[src/rtl/mcu_n_if.sv]
// Control bus between the button/player side and the mcu_n sequencer.
//   play_pause, next, prev, song_done : one-cycle event pulses into the sequencer
//   mode                               : play mode, sampled when an event is processed
//   play, reset_play, song             : registered sequencer outputs
// master = event source / observer, slave = sequencer.
interface mcu_n_if #(
  parameter int unsigned SONG_BITS = 2
);
  logic                 play_pause;
  logic                 next;
  logic                 prev;
  logic [1:0]           mode;
  logic                 song_done;
  logic                 play;
  logic                 reset_play;
  logic [SONG_BITS-1:0] song;

  modport master (
    output play_pause, next, prev, mode, song_done,
    input  play, reset_play, song
  );

  modport slave (
    input  play_pause, next, prev, mode, song_done,
    output play, reset_play, song
  );
endinterface

[src/rtl/mcu_n.sv]
// Playback sequencer over SONGS tracks with sequential, repeat-one, play-once
// and LFSR shuffle modes.
//   clk   : system clock
//   reset : synchronous active-high reset
//   bus   : mcu_n_if.slave (event pulses + mode in; play, reset_play, song out)
module mcu_n #(
  parameter int unsigned SONGS     = 4,
  parameter int unsigned SONG_BITS = 2,
  parameter logic [7:0]  LFSR_SEED = 8'hA5
) (
  input  logic   clk,
  input  logic   reset,
  mcu_n_if.slave bus
);

  // One extra bit so SONGS itself is representable when SONGS == 2^SONG_BITS.
  localparam int unsigned        SW      = SONG_BITS + 1;
  localparam logic [SW-1:0]      SONGS_W = SW'(SONGS);
  localparam logic [SW-1:0]      LAST_W  = SW'(SONGS - 1);
  localparam logic [7:0]         SEED    = (LFSR_SEED == 8'h00) ? 8'h01 : LFSR_SEED;

  typedef enum logic {PAUSE = 1'b0, PLAY = 1'b1} state_t;

  state_t               state_q, state_d;
  logic [SONG_BITS-1:0] song_q, song_d;
  logic                 rp_q, rp_d;
  logic [7:0]           lfsr_q, lfsr_d;

  logic [SW-1:0]        song_w, r_raw, r_fold;
  logic [SONG_BITS-1:0] song_inc, song_dec, shuf_idx;
  logic                 lfsr_fb;

  // Track index arithmetic: wrap-around neighbours and shuffle pick.
  always_comb begin
    song_w   = SW'(song_q);
    song_inc = (song_w == LAST_W) ? '0 : SONG_BITS'(song_w + SW'(1));
    song_dec = (song_q == '0) ? SONG_BITS'(LAST_W) : song_q - SONG_BITS'(1);
    r_raw    = SW'(lfsr_q[SONG_BITS-1:0]);
    // A single fold suffices because SONGS > 2^(SONG_BITS-1).
    r_fold   = (r_raw >= SONGS_W) ? r_raw - SONGS_W : r_raw;
    // Never pick the current track, so shuffle always changes song.
    shuf_idx = (r_fold == song_w) ? song_inc : SONG_BITS'(r_fold);
  end

  // x^8+x^6+x^5+x^4+1 Fibonacci feedback into bit 0.
  assign lfsr_fb = lfsr_q[7] ^ lfsr_q[5] ^ lfsr_q[4] ^ lfsr_q[3];

  // Next state: one event per cycle, next > prev > song_done > play_pause.
  always_comb begin
    state_d = state_q;
    song_d  = song_q;
    rp_d    = 1'b0;
    lfsr_d  = {lfsr_q[6:0], lfsr_fb};

    if (bus.next) begin
      song_d = (bus.mode == 2'b11) ? shuf_idx : song_inc;
      rp_d   = 1'b1;
    end else if (bus.prev) begin
      song_d = song_dec;
      rp_d   = 1'b1;
    end else if (bus.song_done && state_q == PLAY) begin
      rp_d = 1'b1;
      case (bus.mode)
        2'b00: song_d = song_inc;
        2'b01: song_d = song_q;
        2'b10: begin
          if (song_w == LAST_W) begin
            song_d  = '0;
            state_d = PAUSE;
          end else begin
            song_d = song_inc;
          end
        end
        default: song_d = shuf_idx;
      endcase
    end else if (bus.play_pause) begin
      state_d = (state_q == PLAY) ? PAUSE : PLAY;
    end
  end

  // State, index, pulse and LFSR registers.
  always_ff @(posedge clk) begin
    if (reset) begin
      state_q <= PAUSE;
      song_q  <= '0;
      rp_q    <= 1'b1;
      lfsr_q  <= SEED;
    end else begin
      state_q <= state_d;
      song_q  <= song_d;
      rp_q    <= rp_d;
      lfsr_q  <= lfsr_d;
    end
  end

  assign bus.play       = (state_q == PLAY);
  assign bus.reset_play = rp_q;
  assign bus.song       = song_q;

endmodule

[src/flat_wrapper.sv]
// flat-port wrapper written by rule: the top's interface ports become plain ports
module mcu_n_flat 
#(
  parameter int unsigned SONGS     = 4,
  parameter int unsigned SONG_BITS = 2,
  parameter logic [7:0]  LFSR_SEED = 8'hA5
)
  (clk, reset, bus_play_pause, bus_next, bus_prev, bus_mode, bus_song_done, bus_play, bus_reset_play, bus_song);
  mcu_n_if #(.SONG_BITS(SONG_BITS)) bus_i ();
  input  logic clk;
  input  logic reset;
  input wire logic [$bits(bus_i.play_pause)-1:0] bus_play_pause;
  input wire logic [$bits(bus_i.next)-1:0] bus_next;
  input wire logic [$bits(bus_i.prev)-1:0] bus_prev;
  input wire logic [$bits(bus_i.mode)-1:0] bus_mode;
  input wire logic [$bits(bus_i.song_done)-1:0] bus_song_done;
  output wire logic [$bits(bus_i.play)-1:0] bus_play;
  output wire logic [$bits(bus_i.reset_play)-1:0] bus_reset_play;
  output wire logic [$bits(bus_i.song)-1:0] bus_song;
  assign bus_i.play_pause = bus_play_pause;
  assign bus_i.next = bus_next;
  assign bus_i.prev = bus_prev;
  assign bus_i.mode = bus_mode;
  assign bus_i.song_done = bus_song_done;
  assign bus_play = bus_i.play;
  assign bus_reset_play = bus_i.reset_play;
  assign bus_song = bus_i.song;
  mcu_n #(.SONGS(SONGS), .SONG_BITS(SONG_BITS), .LFSR_SEED(LFSR_SEED)) u_core (.clk(clk), .reset(reset), .bus(bus_i));
endmodule
[config.mk]
export PLATFORM = sky130hd
export DESIGN_NAME = mcu_n_flat
export DESIGN_NICKNAME = d
export VERILOG_FILES = /design/src/rtl/mcu_n_if.sv /design/src/rtl/mcu_n.sv /design/src/flat_wrapper.sv
export SDC_FILE = /design/constraint.sdc
export NUM_CORES = 1
export LEC_CHECK = 0
export BUFFER_PORTS_ARGS = -buffer_cell sky130_fd_sc_hd__buf_2
export CORE_AREA = 2 2 39 41
export DETAILED_ROUTE_END_ITERATION = 7
export DIE_AREA = 0 0 41 43
export PLACE_DENSITY = 0.67
export REMOVE_ABC_BUFFERS = 1
export SYNTH_ARGS = -nofsm -noshare
export SYNTH_HDL_FRONTEND = slang
export SYNTH_SLANG_ARGS = --single-unit
[constraint.sdc]
create_clock -name clk -period 1.6 [get_ports clk]
set_input_delay 0.08 -clock clk [delete_from_list [all_inputs] [get_ports clk]]
set_output_delay 0.08 -clock clk [all_outputs]
set_load 0.01 [all_outputs]
==> impl_metrics.py, run 1 <==
metrics = {
    "outcome": {
        "outcome": "finished, final reports clean",
    },
    "run": {
        "drv_cap": 0,
    },
    "synth": {
        "synthDistinctLibCells": 28,
        "netlist_instances": 65,
        "synth_edf_count": 0,
        "synth_seq_area_share_pct": 40.0,
        "ys_ff_latch": 12,
        "syn_avg_cell_area_um2": 9.24,
        "ys_warn_count": 0,
        "synth_flop_cell": "dfxtp_1",
        "async_flop_share_pct": 0,
        "syn_area_um2": 601,
    },
    "power": {
        "pwr-share-comb_pct": 24.3,
        "cellLeakagePower_nw": 0.303,
        "sw_frac_of_total_pct": 27.3,
        "power_density_nw_per_um2": 1070,
        "p_switching_uw": 208,
        "power_frac_seq_pct": 45.7,
        "p_int_uw": 555,
        "p_clk_share_pct": 29.9,
        "ir_drop_v": 0.000353,
    },
    "finish": {
        "multi_input_area_um2": 330,
        "drive_gt1_share_pct": 22.5,
        "fillCellCount": 135,
        "ff_latch_area_um2": 240,
        "final_area_um2": 712,
        "nets": 91,
        "area_growth_pct": 18.5,
        "antenna_cells": 0,
    },
    "setup_path": {
        "crit_cells": 5,
        "crit_chain": "inv_1, ha_1, o21ai_1, a211o_1, a311oi_2",
        "reg2regPathDepth": 5,
        "critPathMaxStageDelay_ns": 0.34,
        "required_ns": 1.78,
        "cp-start-kind": "flip-flop",
        "path_max_fanout": 4,
        "end_kind": "flip-flop",
        "path_class": "reg -> reg",
        "arrival_ns": 1.60,
        "crit_buf_inv": 1,
        "worst_path_max_delay_cell": "dfxtp_1",
        "critPathTopFamily": "compound AO/OA/AOI/OAI gates",
    },
    "cts": {
        "clock_path_buffers": 2,
        "clk_latency_ns": 0.26,
        "ctsHoldBuffers": 0,
        "clk_pin_slew_ns": 0.07,
        "cts_tree": "built",
        "cts_buffers": 3,
        "cts-root-buf": "clkbuf_4",
        "ctsResizeCount": 0,
        "cts_setup_buffers": 0,
        "cts_sinks": 12,
        "cts_max_level": 1,
    },
    "grt": {
        "first_global_vias": 441,
        "grt_usage_pct": 15.1,
        "antenna_found_initial": 0,
        "grt_pass1_wl_um": 1840,
        "grt_max_degree": 13,
        "overflow": 0,
    },
    "placement": {
        "numPortBuffers": 11,
        "dp_slack_ns": 0.178,
        "place_congestion": 0.786,
        "dpl-instance-area_um2": 676,
        "place_hpwl_um": 794,
    },
    "sta": {
        "fin_skew_ns": 0.00225,
        "hold_violations": 0,
        "period_share_pct": 89.0,
        "worst_pin_slew_ns": 0.312,
        "slew_violations": 0,
        "setup_viol": 0,
        "fmax_mhz": 702,
        "setup_slack_ns": 0.176,
        "setup_tns_ns": 0,
        "rsz0062_at_grt": "false",
        "slew-limit-headroom_pct": 79.1,
        "finalCriticalPeriod_ns": 1.42,
    },
    "detailed_routing": {
        "ant_nets": 0,
        "vias_per_cell": 5.23,
        "wl_um": 1040,
        "firstDrtPassIters": 4,
        "dr_total_vias": 502,
        "drt_iter0_markers": 7,
        "drcViolationCount": 0,
        "routedWlPerCell_um": 10.8,
    },
    "floorplanning": {
        "dieArea_um2": 1760,
        "die_h_um": 43,
        "start_util_pct": 43.4,
        "die_w_um": 41,
        "rows": 14,
        "core_area_um2": 1380,
        "io-pin-count": 12,
    },
    "min_path": {
        "min_path_type": "in -> reg",
        "min_path_cells": 3,
    },
}
routing by layer:
metal / track usage [%] / wire length [µm]
met1: 20.5 / 520
met2: 21.6 / 473
met3: 3.14 / 31
met4: 8.00 / 13
met5: 0 / 0
synthesized netlist by cell type, types with 2 or more instances:
library cell / count / share of area [%]
a21oi_1: 4 / 3.3
a311oi_1: 2 / 2.9
a31oi_1: 2 / 2.1
dfxtp_1: 12 / 40
ha_1: 2 / 4.2
inv_1: 4 / 2.5
nand2_1: 2 / 1.3
nand3b_1: 2 / 2.5
nor2_1: 2 / 1.3
nor2b_1: 5 / 5.2
o21ai_0: 2 / 1.7
o21ai_1: 3 / 2.5
or2_1: 3 / 3.1
xnor2_1: 3 / 4.4
xor2_1: 4 / 5.8
power groups by stage:
stage / logic [mW] / registers, mW / clock network, mW
final: 0.186 / 0.349 / 0.228
after global routing: 0.211 / 0.355 / 0.254
after detailed placement: 0.186 / 0.356 / 0
after floorplan: 0.112 / 0.367 / 0
after global placement: 0.182 / 0.356 / 0
after CTS: 0.187 / 0.349 / 0.240
stage by stage:
step | cells | power, mW | hold slack, ns | util (%)
5_1_grt | 96 | 0.820 | 0.0951 | 51.4
2_1_floorplan | 63 | 0.479 | 0.148 | -
3_3_place_gp | 92 | 0.538 | 0.353 | 48.8
4_1_cts | 96 | 0.777 | 0.0841 | 51.4
6_report | 96 | 0.764 | 0.0917 | 51.4
3_5_place_dp | 92 | 0.542 | 0.365 | 48.8
worst reg2reg max path: stages (launching register included):
cell      delay (ns)
dfxtp_1         0.34
inv_1           0.05
ha_1            0.33
o21ai_1         0.09
a211o_1         0.30
a311oi_2        0.23
final timing paths:
check | from | end | slack (ns)
worst max register to register | u_core.bus.song[0] | u_core.bus.song[1] | 0.18
worst max-delay path | u_core.bus.song[0] | u_core.bus.song[1] | 0.18
worst min-delay path | bus_song_done | u_core.bus.reset_play | 0.09
worst min register to register | u_core.lfsr_q[6] | u_core.lfsr_q[7] | 0.42
registers in the layout, summed over array words and instances, names as in the netlist:
name	count
u_core.lfsr_q	8
u_core.bus.song	2
u_core.bus.reset_play	1
u_core.bus.play	1
cell usage in the layout, fill, tap and decap left out, drive strengths merged:
| cell | instances |
|---|---|
| nand3b | 2 |
| a211oi | 1 |
| inv | 4 |
| a211o | 1 |
| or2b | 1 |
| nand3 | 1 |
| dfxtp | 12 |
| nand4b | 1 |
| nor2 | 2 |
| o211ai | 1 |
| nand2b | 1 |
| xor2 | 4 |
| nand2 | 2 |
| nor2b | 5 |
| o21ai | 5 |
| o311ai | 1 |
| or2 | 4 |
| ha | 2 |
| xnor2 | 3 |
| a31oi | 2 |
| clkbuf | 4 |
| a21oi | 4 |
| a311oi | 3 |
| buf | 13 |
| and2b | 1 |
area by class of cell:
cell class                 instances  area share (%)
sequential                        12            33.7
clock buffer                       4            5.10
multi-input combinational         47            46.4
inverter                           4            2.11
tap                               16            2.81
timing repair buffer              13            9.84
logic make-up after synthesis:
family	synth area share [%]
adder cells (fa/ha/maj)	4.17
buffers and inverters	5.00
AO/OA/AOI/OAI	20.4
XOR/XNOR	10.2
AND/OR/NAND/NOR	20.2
flip-flops	40.0
Power figures use the tool's default switching activity.
==> inputs of run 2 (changes only) <==
--- a/config.mk
+++ b/config.mk
@@ -6,10 +6,10 @@
 export NUM_CORES = 1
 export LEC_CHECK = 0
 export BUFFER_PORTS_ARGS = -buffer_cell sky130_fd_sc_hd__buf_2
-export CORE_AREA = 2 2 39 41
+export CORE_MARGIN = 2
+export CORE_UTILIZATION = 45
 export DETAILED_ROUTE_END_ITERATION = 7
-export DIE_AREA = 0 0 41 43
-export PLACE_DENSITY = 0.67
+export PLACE_DENSITY = 0.7
 export REMOVE_ABC_BUFFERS = 1
 export SYNTH_ARGS = -nofsm -noshare
 export SYNTH_HDL_FRONTEND = slang
==> constraint.sdc (replaced) <==
create_clock -name clk -period 1.3 [get_ports clk]
set_input_delay 0.065 -clock clk [delete_from_list [all_inputs] [get_ports clk]]
set_output_delay 0.065 -clock clk [all_outputs]
set_load 0.01 [all_outputs]
==> impl_metrics.py, run 2 (synthesis gave the netlist of run 1 again) <==
metrics = {
    "cts": {
        "cts_sinks": 12,
        "cts_buffers": 3,
        "cts_tree": "built",
        "clock_path_buffers": 2,
        "clk_latency_ns": 0.26,
        "cts_max_level": 1,
        "clk_pin_slew_ns": 0.07,
        "cts-root-buf": "clkbuf_4",
        "ctsHoldBuffers": 0,
    },
    "power": {
        "cellLeakagePower_nw": 0.305,
        "power_frac_seq_pct": 47.4,
        "pwr-share-comb_pct": 29.4,
        "p_switching_uw": 274,
        "power_density_nw_per_um2": 1230,
        "ir_drop_v": 0.000477,
        "sw_frac_of_total_pct": 29.7,
        "p_total_uw": 922,
        "p_clk_share_pct": 23.2,
        "p_int_uw": 648,
    },
    "floorplanning": {
        "die_h_um": 40.5,
        "io-pin-count": 12,
        "dieArea_um2": 1640,
        "die_w_um": 40.5,
        "core_area_um2": 1270,
        "start_util_pct": 47.3,
        "rows": 13,
    },
    "sta": {
        "fmax_mhz": 747,
        "worst_pin_slew_ns": 0.330,
        "setup_slack_ns": -0.0391,
        "setup_viol": 1,
        "hold_violations": 0,
        "slew_violations": 0,
        "period_share_pct": 103,
        "rsz0062_at_grt": "true",
        "fin_skew_ns": 0.00272,
        "finalCriticalPeriod_ns": 1.34,
        "slew-limit-headroom_pct": 77.8,
    },
    "setup_path": {
        "critPathTopFamily": "compound AO/OA/AOI/OAI gates",
        "r2r_slack_ns": -0.04,
        "crit_chain": "buf_6, xnor2_1, a21oi_1, a211o_1, a311oi_2",
        "cp-start-kind": "flip-flop",
        "end_kind": "flip-flop",
        "required_ns": 1.47,
        "worst_path_max_delay_cell": "dfxtp_2",
        "critPathMaxStageDelay_ns": 0.33,
        "reg2reg_from": "u_core.bus.song[0]",
        "crit_cells": 5,
        "path_class": "reg -> reg",
        "reg2regPathDepth": 5,
        "arrival_ns": 1.51,
        "crit_buf_inv": 1,
        "path_max_fanout": 9,
        "reg2reg_to": "u_core.bus.song[1]",
    },
    "detailed_routing": {
        "firstDrtPassIters": 4,
        "wl_um": 1130,
        "dr_total_vias": 495,
        "routedWlPerCell_um": 11.9,
        "vias_per_cell": 5.21,
        "ant_nets": 0,
        "drcViolationCount": 0,
        "drt_iter0_markers": 4,
    },
    "finish": {
        "final_common_cell": "buf_2",
        "final_area_um2": 752,
        "area_growth_pct": 25.2,
        "antenna_cells": 0,
        "drive_gt1_share_pct": 33.8,
        "post-route-util_pct": 59.3,
        "largest_register_ffs": 8,
        "nets": 92,
        "top_register": "u_core.lfsr_q",
        "layout_common_cells": "buf_2 (11), dfxtp_1 (10), nor2b_1 (5)",
    },
    "grt": {
        "grt_pass1_wl_um": 1790,
        "first_global_vias": 441,
        "grt_usage_pct": 16.5,
        "overflow": 0,
        "antenna_found_initial": 0,
        "grt_max_degree": 13,
    },
    "min_path": {
        "hp-start": "bus_song_done",
        "min_path_type": "in -> reg",
        "min_path_cells": 3,
        "hold_end": "u_core.bus.reset_play",
    },
    "outcome": {
        "outcome": "finished, violations left",
        "failed_checks": "setup timing",
    },
    "placement": {
        "dp_slack_ns": -0.110,
        "dpl-instance-area_um2": 682,
        "place_hpwl_um": 834,
        "place_congestion": 0.795,
        "numPortBuffers": 11,
    },
    "run": {
        "drv_cap": 0,
    },
}
## run 2: power by group through the flow
stage / registers (mW) / logic [mW] / clock network [mW]
2_1_floorplan: 0.452 / 0.138 / 0
3_3_place_gp: 0.439 / 0.225 / 0
3_5_place_dp: 0.440 / 0.230 / 0
4_1_cts: 0.432 / 0.246 / 0.218
5_1_grt: 0.444 / 0.305 / 0.238
6_report: 0.437 / 0.271 / 0.214
## run 2: how the worst max path moves through the flow
| stage | start | endpoint | slack (ns) |
|---|---|---|---|
| final | u_core.bus.song[0] | u_core.bus.song[1] | -0.04 |
| after global routing | u_core.lfsr_q[0] | u_core.bus.song[1] | -0.09 |
| after CTS | u_core.bus.song[0] | u_core.bus.song[1] | -0.02 |
| after detailed placement | u_core.bus.song[0] | u_core.bus.song[1] | -0.11 |
| after global placement | u_core.bus.song[0] | u_core.bus.song[1] | -0.05 |
| after floorplan | u_core.bus.song[0] | u_core.bus.song[1] | -0.29 |
## run 2: per-layer routing
layer  part of all wire [%]  vias up  wire [µm]  track usage [%]
met2                     49       10        553             25.0
met5                      0        -          0                0
met1                     48      227        541             22.0
met4                      0        0          0             12.5
li1                       -      258          -                -
met3                    3.2        0         36                0
## run 2: final cells by class
cell class | count | area [µm²]
inverters | 4 | 15.0
repair buffers | 14 | 81.3
fillers | 118 | 517
flip-flops and latches | 12 | 243
multi-input cells | 47 | 372
clock buffers | 3 | 22.5
well taps | 15 | 18.8
## run 2: worst register-to-register path: stages, from the launching register on
cell,delay (ns)
dfxtp_2,0.33
buf_6,0.14
xnor2_1,0.20
a21oi_1,0.09
a211o_1,0.28
a311oi_2,0.22
## run 2: repair_timing
action / 4_1_cts / 5_1_grt
pin swaps: 2 / 0
buffers inserted: 0 / 0
resized for setup: 2 / 8
gates cloned: 0 / 0
hold endpoints to repair: 0 / 0
endpoints found under the setup margin: 2 / 2
## run 2: metrics by stage
stage                     instances  TNS [ns]  hold WS [ns]
after floorplan                  63    -0.290         0.133
after global placement           92   -0.0528         0.340
after detailed placement         92    -0.134         0.342
after CTS                        95   -0.0212        0.0709
after global routing             95    -0.179        0.0912
final                            95   -0.0391        0.0781
==> inputs of run 3 (changes only) <==
--- a/config.mk
+++ b/config.mk
@@ -11,6 +11,7 @@
 export DETAILED_ROUTE_END_ITERATION = 7
 export PLACE_DENSITY = 0.7
 export REMOVE_ABC_BUFFERS = 1
+export SKIP_LAST_GASP = 1
 export SYNTH_ARGS = -nofsm -noshare
 export SYNTH_HDL_FRONTEND = slang
 export SYNTH_SLANG_ARGS = --single-unit
==> impl_metrics.py, run 3 (synthesis gave the netlist of run 1 again) <==
metrics = {
    "outcome": {
        "outcome": "finished, violations left",
        "failed_checks": "setup timing",
    },
    "placement": {
        "numPortBuffers": 11,
        "place_hpwl_um": 834,
        "dpl-instance-area_um2": 682,
        "place_congestion": 0.795,
    },
    "min_path": {
        "min_path_type": "in -> reg",
    },
    "detailed_routing": {
        "wl_um": 1130,
        "drt_iter0_markers": 4,
        "firstDrtPassIters": 4,
        "routedWlPerCell_um": 11.9,
        "dr_total_vias": 495,
        "vias_per_cell": 5.21,
        "ant_nets": 0,
        "drcViolationCount": 0,
    },
    "sta": {
        "setup_tns_ns": -0.0391,
        "period_share_pct": 103,
        "finalCriticalPeriod_ns": 1.34,
        "slew_violations": 0,
        "fmax_mhz": 747,
        "rsz0062_at_grt": "true",
        "setup_viol": 1,
        "fin_skew_ns": 0.00272,
        "hold_violations": 0,
        "worst_pin_slew_ns": 0.330,
        "setup_slack_ns": -0.0391,
        "slew-limit-headroom_pct": 77.8,
    },
    "grt": {
        "antenna_found_initial": 0,
        "first_global_vias": 441,
        "grt_pass1_wl_um": 1790,
        "overflow": 0,
        "grt_usage_pct": 16.5,
        "grt_max_degree": 13,
    },
    "finish": {
        "layout_common_cells": "buf_2 (11), dfxtp_1 (10), nor2b_1 (5)",
        "final_common_cell": "buf_2",
        "drive_gt1_share_pct": 33.8,
        "antenna_cells": 0,
        "final_area_um2": 752,
        "area_growth_pct": 25.2,
        "nets": 92,
        "top_register": "u_core.lfsr_q",
        "largest_register_ffs": 8,
    },
    "floorplanning": {
        "start_util_pct": 47.3,
        "io-pin-count": 12,
        "core_area_um2": 1270,
        "die_h_um": 40.5,
        "dieArea_um2": 1640,
        "die_w_um": 40.5,
        "rows": 13,
    },
    "power": {
        "p_total_uw": 922,
        "power_density_nw_per_um2": 1230,
        "cellLeakagePower_nw": 0.305,
        "ir_drop_v": 0.000477,
    },
    "setup_path": {
        "path_max_fanout": 9,
        "crit_buf_inv": 1,
        "worst_path_max_delay_cell": "dfxtp_2",
        "arrival_ns": 1.51,
        "path_class": "reg -> reg",
        "end_kind": "flip-flop",
        "critPathTopFamily": "compound AO/OA/AOI/OAI gates",
        "critPathMaxStageDelay_ns": 0.33,
        "required_ns": 1.47,
        "cp-start-kind": "flip-flop",
        "crit_chain": "buf_6, xnor2_1, a21oi_1, a211o_1, a311oi_2",
    },
    "cts": {
        "cts_tree": "built",
        "cts_sinks": 12,
        "cts_max_level": 1,
        "cts_buffers": 3,
        "clk_pin_slew_ns": 0.07,
        "clock_path_buffers": 2,
        "cts-root-buf": "clkbuf_4",
        "cts_setup_buffers": 0,
        "clk_latency_ns": 0.26,
    },
    "run": {
        "drv_cap": 0,
    },
}
## run 3: repair_timing
item / CTS / global route
endpoints found under the setup margin: 2 / 2
pin swaps: 2 / 0
hold buffers: 0 / 0
gates resized for setup: 2 / 8
## run 3: final cells by class
cell class                      instances  area (µm²)
Inverter                                4        15.0
Clock buffer                            3        22.5
Tap cell                               15        18.8
Sequential cell                        12         243
Multi-Input combinational cell         47         372
Fill cell                             118         517
Timing Repair Buffer                   14        81.3
## run 3: power by group
part           switching, mW  internal, mW
logic                  0.134         0.136
clock network          0.107         0.107
registers             0.0327         0.405
## run 3: metal layers
| layer | global-route usage (%) | part of all wire [%] | vias up |
|---|---|---|---|
| met2 | 25.0 | 49 | 10 |
| li1 | - | - | 258 |
| met5 | 0 | 0 | - |
| met4 | 12.5 | 0 | 0 |
| met1 | 22.0 | 48 | 227 |
| met3 | 0 | 3.2 | 0 |
## run 3: metrics by stage
stage | util (%) | worst slack [ns] | cells | hold WS (ns)
global route | 59.3 | -0.0914 | 95 | 0.0912
global placement | 53.7 | -0.0528 | 92 | 0.340
detailed placement | 53.7 | -0.110 | 92 | 0.342
CTS | 56.6 | -0.0212 | 95 | 0.0709
floorplan | - | -0.290 | 63 | 0.133
finish | 59.3 | -0.0391 | 95 | 0.0781
## run 3: worst paths after layout
check	from	end	slack (ns)	cells past startpoint
hold / removal	bus_song_done	u_core.bus.reset_play	0.08	3
setup / recovery	u_core.bus.song[0]	u_core.bus.song[1]	-0.04	5
hold reg to reg	u_core.lfsr_q[6]	u_core.lfsr_q[7]	0.41	1
setup reg to reg	u_core.bus.song[0]	u_core.bus.song[1]	-0.04	5
## run 3: tightest hold or removal path: stages
cell	delay [ns]
buf_2	0.09
nand2_1	0.07
nand3b_1	0.08
